File: src/rtl/instr_fetch.sv
// Instruction fetch unit: credit-limited in-order fetch into a small instruction FIFO.
// Optional FETCH_PERF_EN adds the perfFetched decoder-transfer counter.
module instr_fetch #(
  parameter logic [31:0] RESET_PC = 32'h0000_0000,
  parameter int unsigned DEPTH    = 4,
  parameter int unsigned MAX_OUT  = 2
) (
  input  logic        clk,
  input  logic        reset,
  output logic [31:0] imemAddr,
  output logic        imemReq,
  input  logic        imemAck,
  input  logic        imemRvalid,
  input  logic [31:0] imemRdata,
  output logic [31:0] instr,
  output logic [31:0] pc,
  output logic        instrValid,
  input  logic        instrReady,
  input  logic        redirect,
  input  logic [31:0] redirectPC,
  input  logic        halt
`ifdef FETCH_PERF_EN
  ,
  output logic [31:0] perfFetched
`endif
);

  localparam int unsigned AW = $clog2(DEPTH);
  localparam int unsigned CW = $clog2(DEPTH + 1);
  localparam int unsigned SW = CW + 1;
  localparam int unsigned OW = $clog2(MAX_OUT + 1);
  localparam int unsigned QW = (MAX_OUT > 1) ? $clog2(MAX_OUT) : 1;
  localparam int unsigned KW = 8;

  localparam logic [1:0] BOOT = 2'd0;
  localparam logic [1:0] RUN  = 2'd1;
  localparam logic [1:0] HALT = 2'd2;

  logic [1:0]    state;
  logic [1:0]    state_n;
  logic [31:0]   fetch_pc;
  logic [OW-1:0] outstanding;
  logic [KW-1:0] kill_count;

  logic [CW-1:0] fifo_count;
  logic [AW-1:0] rd_ptr;
  logic [AW-1:0] wr_ptr;
  logic [31:0]   fifo_instr [DEPTH];
  logic [31:0]   fifo_pc    [DEPTH];

  logic [31:0]   pcq [MAX_OUT];
  logic [QW-1:0] q_head;
  logic [QW-1:0] q_tail;

  logic in_run;
  logic do_redirect;
  logic credit_ok;
  logic accept;
  logic resp_live;
  logic push;
  logic pop;
  logic unused_redirect_lsbs;

  function automatic logic [QW-1:0] q_next(input logic [QW-1:0] p);
    return (p == QW'(MAX_OUT - 1)) ? '0 : p + QW'(1);
  endfunction

  assign unused_redirect_lsbs = ^redirectPC[1:0];

  // Request gating: only in RUN, withdrawn by redirect/halt, bounded by outstanding and FIFO credit
  assign in_run      = (state == RUN);
  assign do_redirect = in_run && redirect;
  assign credit_ok   = (SW'(outstanding) < SW'(MAX_OUT)) &&
                       ((SW'(fifo_count) + SW'(outstanding)) < SW'(DEPTH));
  assign imemReq     = in_run && !redirect && !halt && credit_ok;
  assign imemAddr    = fetch_pc;
  assign accept      = imemReq && imemAck;

  // A response is live only when nothing older is still marked for discard
  assign resp_live   = imemRvalid && (kill_count == '0) && !do_redirect;
  assign push        = resp_live;
  assign pop         = instrValid && instrReady && !do_redirect;

  assign instrValid  = (fifo_count != '0);
  assign instr       = fifo_instr[rd_ptr];
  assign pc          = fifo_pc[rd_ptr];

  always_ff @(posedge clk or posedge reset) begin
    if (reset) state <= BOOT;
    else       state <= state_n;
  end

  always_comb begin
    state_n = state;
    case (state)
      BOOT:    state_n = RUN;
      RUN:     if (halt) state_n = HALT;
      HALT:    state_n = HALT;
      default: state_n = BOOT;
    endcase
  end

  // Fetch address, outstanding count and count of responses still to be discarded
  always_ff @(posedge clk or posedge reset) begin
    if (reset) begin
      fetch_pc    <= RESET_PC;
      outstanding <= '0;
      kill_count  <= '0;
    end else if (do_redirect) begin
      fetch_pc    <= {redirectPC[31:2], 2'b00};
      outstanding <= '0;
      kill_count  <= kill_count + KW'(outstanding) - KW'(imemRvalid);
    end else begin
      if (accept) fetch_pc <= fetch_pc + 32'd4;
      if (imemRvalid && (kill_count != '0)) kill_count <= kill_count - KW'(1);
      outstanding <= outstanding + OW'(accept) - OW'(resp_live);
    end
  end

  // In-order queue of PCs for live requests awaiting their response
  always_ff @(posedge clk or posedge reset) begin
    if (reset) begin
      q_head <= '0;
      q_tail <= '0;
      for (int i = 0; i < int'(MAX_OUT); i++) pcq[i] <= '0;
    end else if (do_redirect) begin
      q_head <= '0;
      q_tail <= '0;
    end else begin
      if (accept) begin
        pcq[q_tail] <= fetch_pc;
        q_tail      <= q_next(q_tail);
      end
      if (resp_live) q_head <= q_next(q_head);
    end
  end

  // Instruction FIFO; redirect flushes it ahead of any same-cycle push or pop
  always_ff @(posedge clk or posedge reset) begin
    if (reset) begin
      rd_ptr     <= '0;
      wr_ptr     <= '0;
      fifo_count <= '0;
      for (int i = 0; i < int'(DEPTH); i++) begin
        fifo_instr[i] <= '0;
        fifo_pc[i]    <= '0;
      end
    end else if (do_redirect) begin
      rd_ptr     <= '0;
      wr_ptr     <= '0;
      fifo_count <= '0;
    end else begin
      if (push) begin
        fifo_instr[wr_ptr] <= imemRdata;
        fifo_pc[wr_ptr]    <= pcq[q_head];
        wr_ptr             <= wr_ptr + AW'(1);
      end
      if (pop) rd_ptr <= rd_ptr + AW'(1);
      fifo_count <= fifo_count + CW'(push) - CW'(pop);
    end
  end

`ifdef FETCH_PERF_EN
  always_ff @(posedge clk or posedge reset) begin
    if (reset)                         perfFetched <= '0;
    else if (instrValid && instrReady) perfFetched <= perfFetched + 32'd1;
  end
`endif

endmodule

File: config.mk
export PLATFORM = sky130hd
export DESIGN_NAME = instr_fetch
export DESIGN_NICKNAME = d
export VERILOG_FILES = /design/src/rtl/instr_fetch.sv
export SDC_FILE = /design/constraint.sdc
export NUM_CORES = 1
export LEC_CHECK = 0
export ABC_AREA = 0
export BUFFER_PORTS_ARGS = -buffer_cell sky130_fd_sc_hd__buf_4
export CELL_PAD_IN_SITES_DETAIL_PLACEMENT = 1
export CELL_PAD_IN_SITES_GLOBAL_PLACEMENT = 2
export CORE_MARGIN = 1.5
export CORE_UTILIZATION = 40
export DETAILED_ROUTE_END_ITERATION = 8
export PLACE_DENSITY_LB_ADDON = 0.1
export SYNTH_ARGS = -nofsm -noshare
export SYNTH_HDL_FRONTEND = slang
export SYNTH_SLANG_ARGS = --single-unit
File: constraint.sdc
create_clock -name clk -period 36.8 [get_ports clk]
set_input_delay 7.36 -clock clk [delete_from_list [all_inputs] [get_ports clk]]
set_output_delay 7.36 -clock clk [all_outputs]
set_load 0.005 [all_outputs]
=== Word level (Yosys, flattened, before mapping) ===
Cells that the tools add are included.

* Bits in latches: 0
* Output and inout port bits: 98
* Input port bits: 71
* Bits in writable memories: 0
* Logic and storage cells: 108
* ROM bits: 0
* Memories kept: 0
* Register bits: 373

* $add $sub $neg: 13
* Shift operators: 0
* Magnitude comparators: 8
* Equal/unequal tests: 3
* Bitwise gates (word level): 5
* Reductions and logical operators: 26
* Multiplexer cells: 34
* Div/mod/pow operators: 0
* $mul: 0

{| class="wikitable"
|+ Operators with widths
! kind !! number
|-
| 2-to-1 mux 32 bit || 11
|-
| bitwise mux 128 bit || 2
|-
| binary-select mux 32 bit (select 2 bit) || 2
|-
| bitwise mux 64 bit || 1
|-
| demux 32 bit (select 2 bit) || 1
|-
| adder 32 x 3 -> 32 bit, second input constant || 1
|-
| demux 32 bit (select 1 bit) || 1
|-
| 2-to-1 mux 8 bit || 2
|-
| logical AND 1 bit || 13
|-
| 2-to-1 mux 2 bit || 6
|-
| adder 8 x 2 -> 8 bit || 1
|-
| zero test 8 bit || 1
|-
| nonzero test 2 bit || 4
|-
| nonzero test 8 bit || 1
|-
| subtractor 8 x 1 -> 8 bit || 1
|-
| subtractor 8 x 1 -> 8 bit, second input constant || 1
|-
| >= comparator 3 bit, second input constant || 2
|-
| 2-to-1 mux 1 bit || 6
|-
| inverter 2 -> 3 bit || 2
|-
| case mux 2 bit (3 select lines) || 1
|-
| adder 2 x 1 -> 2 bit, second input constant || 2
|-
| adder 3 x 2 -> 4 bit || 1
|-
| >= comparator 2 bit, second input constant || 2
|-
| less-than comparator 4 x 3 -> 1 bit, second input constant || 1
|-
| 18 further kinds || 23
|}

=== Longest topological paths before layout ===
Gate-level depths: netlist of run 1.

* Depth in word-level cells: 8
* Mapped depth: 16
* Depth with buffers taken out: 13

=== Worst setup path before layout of run 1 ===
No wires, ideal clock.

* Path type: input to output
* Start: input redirect
* End: output imemReq
* Stages on the path: 3
* Data required time: 29.440 ns
* Setup slack: 21.718 ns
* Data arrival time: 7.722 ns
* Buffers on the path: 0
* Path through: nor4_4 > nand2_1 > nor2_1

* Word-level cells in the longest chain between the ends: 4

{| class="wikitable"
|+ RTL lines
! what !! RTL line !! RTL
|-
| start: declaration || 19 || <nowiki>input logic redirect,</nowiki>
|-
| zero test 1 bit || 75 || <nowiki>assign imemReq = in_run && !redirect && !halt && credit_ok;</nowiki>
|-
| logical AND 1 bit (3 in a row) || 75 ||
|-
| end: declaration || 11 || <nowiki>output logic imemReq,</nowiki>
|}

Every way passes these cells.

=== Worst setup path in the final report of run 1 ===
Ends and elaborated chain as after synthesis.

==> results of run 1 <==
==> flip-flops by register name, summed over array words and instances, names as in the netlist <==
name	flops
imemAddr	30
q_head	1
outstanding	2
fifo_count	3
state	2
pcq	60
fifo_pc	120
q_tail	1
wr_ptr	2
kill_count	8
fifo_instr	128
rd_ptr	2
==> worst min-delay path by stage <==
stage	start	endpoint	slack (ps)	depth (start not counted)
after global routing	fifo_pc[39]	fifo_pc[39]	500	2
after detailed placement	fifo_pc[53]	fifo_pc[53]	470	2
after floorplan	fifo_pc[34]	fifo_pc[34]	440	2
final	fifo_pc[127]	fifo_pc[127]	470	2
after CTS	fifo_pc[53]	fifo_pc[53]	480	2
after global placement	fifo_pc[115]	fifo_pc[115]	460	2
==> final cells by class <==
| cell class | instances | area, um2 |
|---|---|---|
| Clock buffer | 61 | 1214 |
| Tap cell | 532 | 665.6 |
| Sequential cell | 359 | 8990 |
| Inverter | 34 | 135.1 |
| Timing Repair Buffer | 176 | 1321 |
| Clock inverter | 14 | 198.9 |
| Fill cell | 4242 | 21180 |
| Multi-Input combinational cell | 840 | 7032 |
==> metal layers <==
layer	vias up	part of all wire	track usage
li1	4969	-	-
met1	5543	0.48	0.2849
met2	174	0.47	0.3117
met3	52	0.037	0.03075
met4	0	0.018	0.05538
met5	-	0	0
==> critical path, cell delays in order <==
cell and delay [ps]:
sky130_fd_sc_hd__buf_4 130, sky130_fd_sc_hd__nor4_4 190, sky130_fd_sc_hd__nand2_1 110, sky130_fd_sc_hd__nor2_1 130, sky130_fd_sc_hd__buf_4 120
==> cells in the mapped netlist, types with 10 or more instances <==
| cell | number | area [um2] |
|---|---|---|
| sky130_fd_sc_hd__buf_1 | 14 | 52.55 |
| sky130_fd_sc_hd__mux4_2 | 62 | 1396 |
| sky130_fd_sc_hd__nand3_1 | 20 | 100.1 |
| sky130_fd_sc_hd__mux2i_1 | 37 | 370.4 |
| sky130_fd_sc_hd__nor2_1 | 30 | 112.6 |
| sky130_fd_sc_hd__o21ai_0 | 147 | 735.7 |
| sky130_fd_sc_hd__nand4_1 | 10 | 62.56 |
| sky130_fd_sc_hd__mux2_2 | 185 | 2083 |
| sky130_fd_sc_hd__clkbuf_1 | 36 | 135.1 |
| sky130_fd_sc_hd__xnor2_1 | 15 | 131.4 |
| sky130_fd_sc_hd__ha_1 | 30 | 375.4 |
| sky130_fd_sc_hd__inv_1 | 33 | 123.9 |
| sky130_fd_sc_hd__nand2_1 | 179 | 671.9 |
| sky130_fd_sc_hd__a31oi_1 | 10 | 62.56 |
| sky130_fd_sc_hd__dfrtp_1 | 359 | 8984 |
| sky130_fd_sc_hd__buf_2 | 29 | 145.1 |
==> power breakdown <==
part | switching (mW) | total (mW) | internal [mW] | leakage, nW
combinational | 0.166 | 0.335 | 0.169 | 3.70
sequential | 0.0854 | 0.547 | 0.462 | 4.88
clock | 0.164 | 0.428 | 0.263 | 0.700
total | 0.416 | 1.31 | 0.894 | 9.27
==> kinds of logic after synthesis <==
family | after synthesis | synth area share
and+or+nand+nor | 304 | 0.08783
AOI/OAI and AO/OA | 192 | 0.06417
muxes | 284 | 0.2334
xor gates and xnor gates | 24 | 0.01274
other | 1 | 0.0002273
adders and majority gates | 32 | 0.02518
DFF | 359 | 0.5446
buffers and inverters | 122 | 0.03186
==> through the flow <==
step	utilization	hold WS (ps)	setup slack, ps	instance area, um2	std cells
2_1_floorplan	-	444.6	19480	16510	1321
3_3_place_gp	0.4454	456.4	21390	18140	1941
3_5_place_dp	0.4454	467.4	21400	18140	1941
4_1_cts	0.4800	479.9	21380	19560	2016
5_1_grt	0.4800	496.5	21320	19560	2016
6_report	0.4800	472.5	21390	19560	2016
==> load_flow_metrics.sql, run 1 <==
INSERT INTO impl_metrics (metric_group, metric, value, unit) VALUES
('final_layout', 'num_antenna_cells', '0', ''),
('sta', 'worstMarginPinSlew', '993.3', 'ps'),
('synthesis', 'yosys_register_bits', '359', ''),
('flow_run', 'max-cap-violations', '0', ''),
('sta', 'achievable-frequency', '0.06489', 'GHz'),
('routing', 'drc', '0', ''),
('cts', 'cts-root-to-sink-buffers', '3', ''),
('final_layout', 'final_cell_mix', 'sky130_fd_sc_hd__dfrtp_1, sky130_fd_sc_hd__mux2_2, sky130_fd_sc_hd__buf_4', ''),
('global_routing', 'total_global_routing_overflow', '0', ''),
('global_routing', 'grt_start_max_net_pins', '112', ''),
('setup_path', 'worst_setup_path_startpoint', 'redirect', ''),
('routing', 'postRouteWirelength', '40460', 'um'),
('setup_path', 'timing.critical_path.from_type', 'input port', ''),
('sta', 'worst_relative_slew_slack', '0.3378', ''),
('cts', 'h-tree-depth', '2', ''),
('run_status', 'run_status', 'completed', ''),
('setup_path', 'regToRegStartpoint', 'outstanding[1]', ''),
('sta', 'finalHoldViolCount', '0', ''),
('setup_path', 'critical_path_required', '29440', 'ps'),
('synthesis', 'synthesis.instances', '1318', ''),
('routing', 'detail_route.iter0.violations', '517', ''),
('sta', 'totalNegativeSetupSlack', '0', 'ps'),
('cts', 'postCtsSetupBuffers', '0', ''),
('synthesis', 'synthDistinctLibCells', '55', ''),
('routing', 'avgViaCountPerCell', '5.326', ''),
('setup_path', 'worstSetupEndpointType', 'output port', ''),
('cts', 'cts-root-buf', 'sky130_fd_sc_hd__clkbuf_16', ''),
('sta', 'time_the_worst_path_needs_with_i_o_delays_and_setup', '15410', 'ps'),
('floorplanning', 'die_height', '206.1', 'um'),
('cts', 'postCtsHoldBufs', '0', ''),
('setup_path', 'rrSetupSlack', '33570', 'ps'),
('synthesis', 'seq_area_frac_synth', '0.5446', ''),
('synthesis', 'yosys_most_used_dff', 'sky130_fd_sc_hd__dfrtp_1', ''),
('cts', 'cts_tree', 'yes', ''),
('sta', 'finalSetupViolCount', '0', ''),
('synthesis', 'yosys_warnings', '0', ''),
('cts', 'post_cts_resized', '0', ''),
('place', 'port_buffers', '162', ''),
('cts', 'clk_pin_slew_worst_setup_hold_paths', '50', 'ps'),
('setup_path', 'crit_type', 'in -> out', ''),
('synthesis', 'async_reset_ff_frac', '1.000', ''),
('final_layout', 'final_nets', '1556', ''),
('floorplanning', 'rows', '74', ''),
('cts', 'clock_sinks', '359', ''),
('synthesis', 'avgSynthCellArea', '12.52', 'um2'),
('global_routing', 'grt_pass1_wl', '64890', 'um'),
('pwr', 'ir_worst_vdd', '33.69', 'uV'),
('routing', 'final_antenna_net_count', '0', ''),
('pwr', 'static-leakage-power', '9.275', 'nW'),
('sta', 'final_min_period_over_clock_period', '0.4187', ''),
('cts', 'worst_skew_pair.late_latency', '560', 'ps'),
('sta', 'final_max_slew_viol_count', '0', ''),
('cts', 'cts_buffers', '42', ''),
('routing', 'detailroute.via_count', '10740', ''),
('final_layout', 'commonest_non_fill_non_tap_cell_in_the_layout', 'sky130_fd_sc_hd__dfrtp_1', ''),
('setup_path', 'reg2reg_depth', '7', ''),
('setup_path', 'worstPathArrival', '8050', 'ps'),
('global_routing', 'first_global_vias', '11240', ''),
('min_path', 'hold_path_class', 'reg -> reg', ''),
('global_routing', 'antenna_found_initial', '0', ''),
('routing', 'dr.pass1.iters', '4', ''),
('final_layout', 'area_growth_syn_to_layout', '18.55', '%'),
('setup_path', 'regToRegEndpoint', 'pcq[48]', ''),
('global_routing', 'track_usage', '0.1983', ''),
('floorplanning', 'floorplan.die.width', '206.1', 'um'),
('setup_path', 'critical_path.max_fanout', '4', ''),
('synthesis', 'synth_enable_flop_cells', '0', ''),
('floorplanning', 'top_level_ports', '169', ''),
('routing', 'post_drt_wl_per_cell', '20.07', 'um'),
('place', 'place_congestion', '0.7541', ''),
('sta', 'setup_repair_after_global_routing_missed_its_margin', 'no', ''),
('floorplanning', 'floorplan.initialDensity', '0.4049', ''),
('place', 'dp_hpwl', '25940', 'um'),
('final_layout', 'drive_gt1_frac', '0.3416', ''),
('pwr', 'power.total', '1.309', 'mW'),
('synthesis', 'netlist_area_pre_place', '16500', 'um2'),
('pwr', 'power_dens_cells', '66.94', 'nW/um2'),
('sta', 'clock-skew-final', '19.57', 'ps'),
('floorplanning', 'design.die.area', '42470', 'um2'),
('floorplanning', 'core-area', '40740', 'um2'),
('setup_path', 'timing.critical_path.to', 'imemReq', '');
(Power assumes the default switching activity.)
==> inputs of run 2 (changes only) <==
Settings changed: ABC_AREA 0 to 1, CORE_UTILIZATION 40 to 32.
Clock period 36.8 ns to 13.2 ns, I/O delays scaled along.
==> load_flow_metrics.sql, run 2 <==
INSERT INTO impl_metrics (metric_group, metric, value, unit) VALUES
('run_status', 'run_status', 'completed', ''),
('final_layout', 'area_growth_syn_to_layout', '17.35', '%'),
('synthesis', 'synth.area.top_cells', 'sky130_fd_sc_hd__dfrtp_1, sky130_fd_sc_hd__nand2_1, sky130_fd_sc_hd__o21ai_0, sky130_fd_sc_hd__nor2_1, sky130_fd_sc_hd__o21ai_1', ''),
('pwr', 'sequentialPowerShare', '0.342', ''),
('synthesis', 'seq_area_frac_synth', '0.5029', ''),
('floorplanning', 'top_level_ports', '169', ''),
('final_layout', 'num-fill-cells', '6655', ''),
('final_layout', 'multi_input_comb_area', '7781', 'um2'),
('synthesis', 'yosys_warnings', '0', ''),
('cts', 'clock_sinks', '359', ''),
('cts', 'post_cts_resized', '0', ''),
('final_layout', 'commonest_non_fill_non_tap_cell_in_the_layout', 'sky130_fd_sc_hd__nand2_1', ''),
('cts', 'worst_skew_pair.late_latency', '580', 'ps'),
('setup_path', 'crit_type', 'reg -> out', ''),
('sta', 'final_max_slew_viol_count', '0', ''),
('floorplanning', 'design.die.area', '57250', 'um2'),
('global_routing', 'grt_start_max_net_pins', '116', ''),
('floorplanning', 'die_height', '239.3', 'um'),
('synthesis', 'netlist_top_cells_count', 'sky130_fd_sc_hd__nand2_1, sky130_fd_sc_hd__dfrtp_1, sky130_fd_sc_hd__o21ai_0', ''),
('setup_path', 'critical_path_required', '10560', 'ps'),
('sta', 'final_min_period_over_clock_period', '0.4585', ''),
('global_routing', 'total_global_routing_overflow', '0', ''),
('final_layout', 'drive_gt1_frac', '0.1313', ''),
('routing', 'dr.pass1.iters', '4', ''),
('place', 'port_buffers', '162', ''),
('cts', 'clk_pin_slew_worst_setup_hold_paths', '60', 'ps'),
('sta', 'setup_repair_after_global_routing_missed_its_margin', 'no', ''),
('synthesis', 'yosys_top_cell_by_area', 'sky130_fd_sc_hd__dfrtp_1', ''),
('place', 'dp_hpwl', '37100', 'um'),
('final_layout', 'reg_top3', 'fifo_instr: 128 flops, fifo_pc: 120 flops, pcq: 60 flops', ''),
('cts', 'postCtsSetupBuffers', '0', ''),
('pwr', 'net-switching-power', '1.749', 'mW'),
('pwr', 'intPower', '2.672', 'mW'),
('routing', 'avgViaCountPerCell', '5.022', ''),
('final_layout', 'finalCoreUtilization', '0.3805', ''),
('pwr', 'static-leakage-power', '10.54', 'nW'),
('global_routing', 'first_global_vias', '16480', ''),
('final_layout', 'top_register', 'fifo_instr', ''),
('pwr', 'swShare', '0.3956', ''),
('cts', 'cts-root-buf', 'sky130_fd_sc_hd__clkbuf_16', ''),
('cts', 'cts-root-to-sink-buffers', '3', ''),
('setup_path', 'worst_path_cell_trace', 'inv_4, buf_4, o21ai_0, o22ai_1, buf_4', ''),
('floorplanning', 'core-area', '55090', 'um2'),
('setup_path', 'critical_path.max_fanout', '88', ''),
('synthesis', 'synth_top_area_frac', '0.5029', ''),
('routing', 'postRouteWirelength', '62470', 'um'),
('pwr', 'ir_worst_vdd', '98.66', 'uV'),
('floorplanning', 'floorplan.initialDensity', '0.3243', ''),
('floorplanning', 'rows', '86', ''),
('routing', 'post_drt_wl_per_cell', '19.99', 'um'),
('pwr', 'share_clk_of_total_power', '0.282', ''),
('routing', 'detailroute.via_count', '15690', ''),
('synthesis', 'synthMostInstantiatedCell', 'sky130_fd_sc_hd__nand2_1', ''),
('sta', 'worst_relative_slew_slack', '0.2831', ''),
('routing', 'final_antenna_net_count', '0', ''),
('global_routing', 'track_usage', '0.2193', ''),
('final_layout', 'final_nets', '2444', ''),
('synthesis', 'synthDistinctLibCells', '37', ''),
('setup_path', 'worst_stage_delay_on_the_critical_path', '900', 'ps'),
('synthesis', 'yosys_most_used_dff', 'sky130_fd_sc_hd__dfrtp_1', ''),
('final_layout', 'final_cell_mix', 'sky130_fd_sc_hd__nand2_1, sky130_fd_sc_hd__dfrtp_1, sky130_fd_sc_hd__o21ai_0', ''),
('sta', 'totalNegativeSetupSlack', '0', 'ps'),
('final_layout', 'seqCellArea', '8990', 'um2'),
('global_routing', 'antenna_found_initial', '0', ''),
('setup_path', 'worstPathArrival', '3410', 'ps'),
('cts', 'cts_buffers', '45', ''),
('sta', 'finalSetupViolCount', '0', ''),
('routing', 'detail_route.iter0.violations', '847', ''),
('sta', 'time_the_worst_path_needs_with_i_o_delays_and_setup', '6052', 'ps'),
('cts', 'h-tree-depth', '2', ''),
('synthesis', 'synthesis.instances', '2254', ''),
('synthesis', 'yosys_register_bits', '359', ''),
('cts', 'postCtsHoldBufs', '0', ''),
('cts', 'cts_tree', 'yes', ''),
('setup_path', 'timing.critical_path.from_type', 'flop', ''),
('synthesis', 'avgSynthCellArea', '7.926', 'um2'),
('final_layout', 'num_antenna_cells', '0', ''),
('sta', 'finalHoldViolCount', '0', ''),
('synthesis', 'async_reset_ff_frac', '1.000', ''),
('pwr', 'power_dens_cells', '210.9', 'nW/um2'),
('floorplanning', 'floorplan.die.width', '239.3', 'um'),
('final_layout', 'flip_flop_count_of_the_largest_register_all_copies_and_words_added', '128', ''),
('pwr', 'power.share.combinational', '0.376', ''),
('setup_path', 'critPathSlowestCell', 'sky130_fd_sc_hd__buf_4', ''),
('sta', 'clock-skew-final', '27.39', 'ps'),
('global_routing', 'grt_pass1_wl', '97150', 'um'),
('min_path', 'hold_path_class', 'reg -> reg', ''),
('sta', 'worstMarginPinSlew', '1075', 'ps'),
('synthesis', 'synth_enable_flop_cells', '0', ''),
('routing', 'drc', '0', ''),
('sta', 'achievable-frequency', '0.1652', 'GHz'),
('synthesis', 'netlist_area_pre_place', '17860', 'um2'),
('flow_run', 'max-cap-violations', '0', ''),
('setup_path', 'worstSetupEndpointType', 'output port', ''),
('setup_path', 'cpMostUsedCell', 'sky130_fd_sc_hd__buf_4', ''),
('place', 'place_congestion', '0.8687', '');
run 2: logic make-up (layout without fill, tap and decap cells):
group,after synthesis,after routing,share of synthesized area
AO/OA/AOI/OAI,546,546,0.1598
XOR/XNOR,13,13,0.006373
adder cells (fa/ha/maj),32,32,0.02325
buffers and inverters,245,365,0.06324
flip-flops,359,359,0.5029
multiplexers,30,30,0.01891
other,1,4,0.0002099
AND/OR/NAND/NOR,1028,1028,0.2253
run 2: power by group through the flow:
stage	combinational, mW	sequential, mW	clock (mW)
after floorplan	0.992	1.43	0
after global placement	1.66	1.53	0
after detailed placement	1.69	1.53	0
after CTS	1.70	1.51	1.28
after global routing	1.86	1.54	1.32
final	1.66	1.51	1.25
run 2: worst max-delay path: cells and delay by family (launching register included):
family,cells,cell delay (ps)
buffers and inverters,3,1540
AOI/OAI and AO/OA,2,570
DFF,1,710
run 2: path summary, 6_finish.rpt:
check	start	end	slack, ps	cells past startpoint
hold / removal	fifo_instr[46]	fifo_instr[46]	470	2
max in group asynchronous	reset	fifo_pc[16]	8710	4
hold reg to reg	fifo_instr[46]	fifo_instr[46]	470	2
min in group asynchronous	reset	fifo_instr[101]	2230	2
setup reg to reg	kill_count[2]	fifo_instr[90]	9220	10
setup / recovery	rd_ptr[0]	pc[3]	7150	5
run 2: area by class of cell:
class | count | share of cell area
sequential | 359 | 0.4288
multi-input combinational | 1653 | 0.3712
clock buffer | 72 | 0.06720
timing repair buffer | 183 | 0.06553
tap | 748 | 0.04464
inverter | 99 | 0.01826
clock inverter | 11 | 0.004357
run 2: layer usage:
| layer | track usage | wire length [um] | vias up |
|---|---|---|---|
| met1 | 0.2992 | 29540 | 7860 |
| met4 | 0.05428 | 1082 | 0 |
| met3 | 0.02893 | 2102 | 67 |
| li1 | - | - | 7523 |
| met5 | 0 | 0 | - |
| met2 | 0.3671 | 29750 | 243 |
run 2: per-stage QoR:
step           cells  setup WS, ps  area, um2  hold slack, ps  total power [mW]
3_5_place_dp    3042          7177      19460           465.0             3.220
6_report        3125          7148      20960           472.7             4.421
3_3_place_gp    3042          7202      19460           458.1             3.183
2_1_floorplan   2257         598.0      17880           445.5             2.417
4_1_cts         3125          7074      20960           477.9             4.490
5_1_grt         3125          6986      20960           494.8             4.721
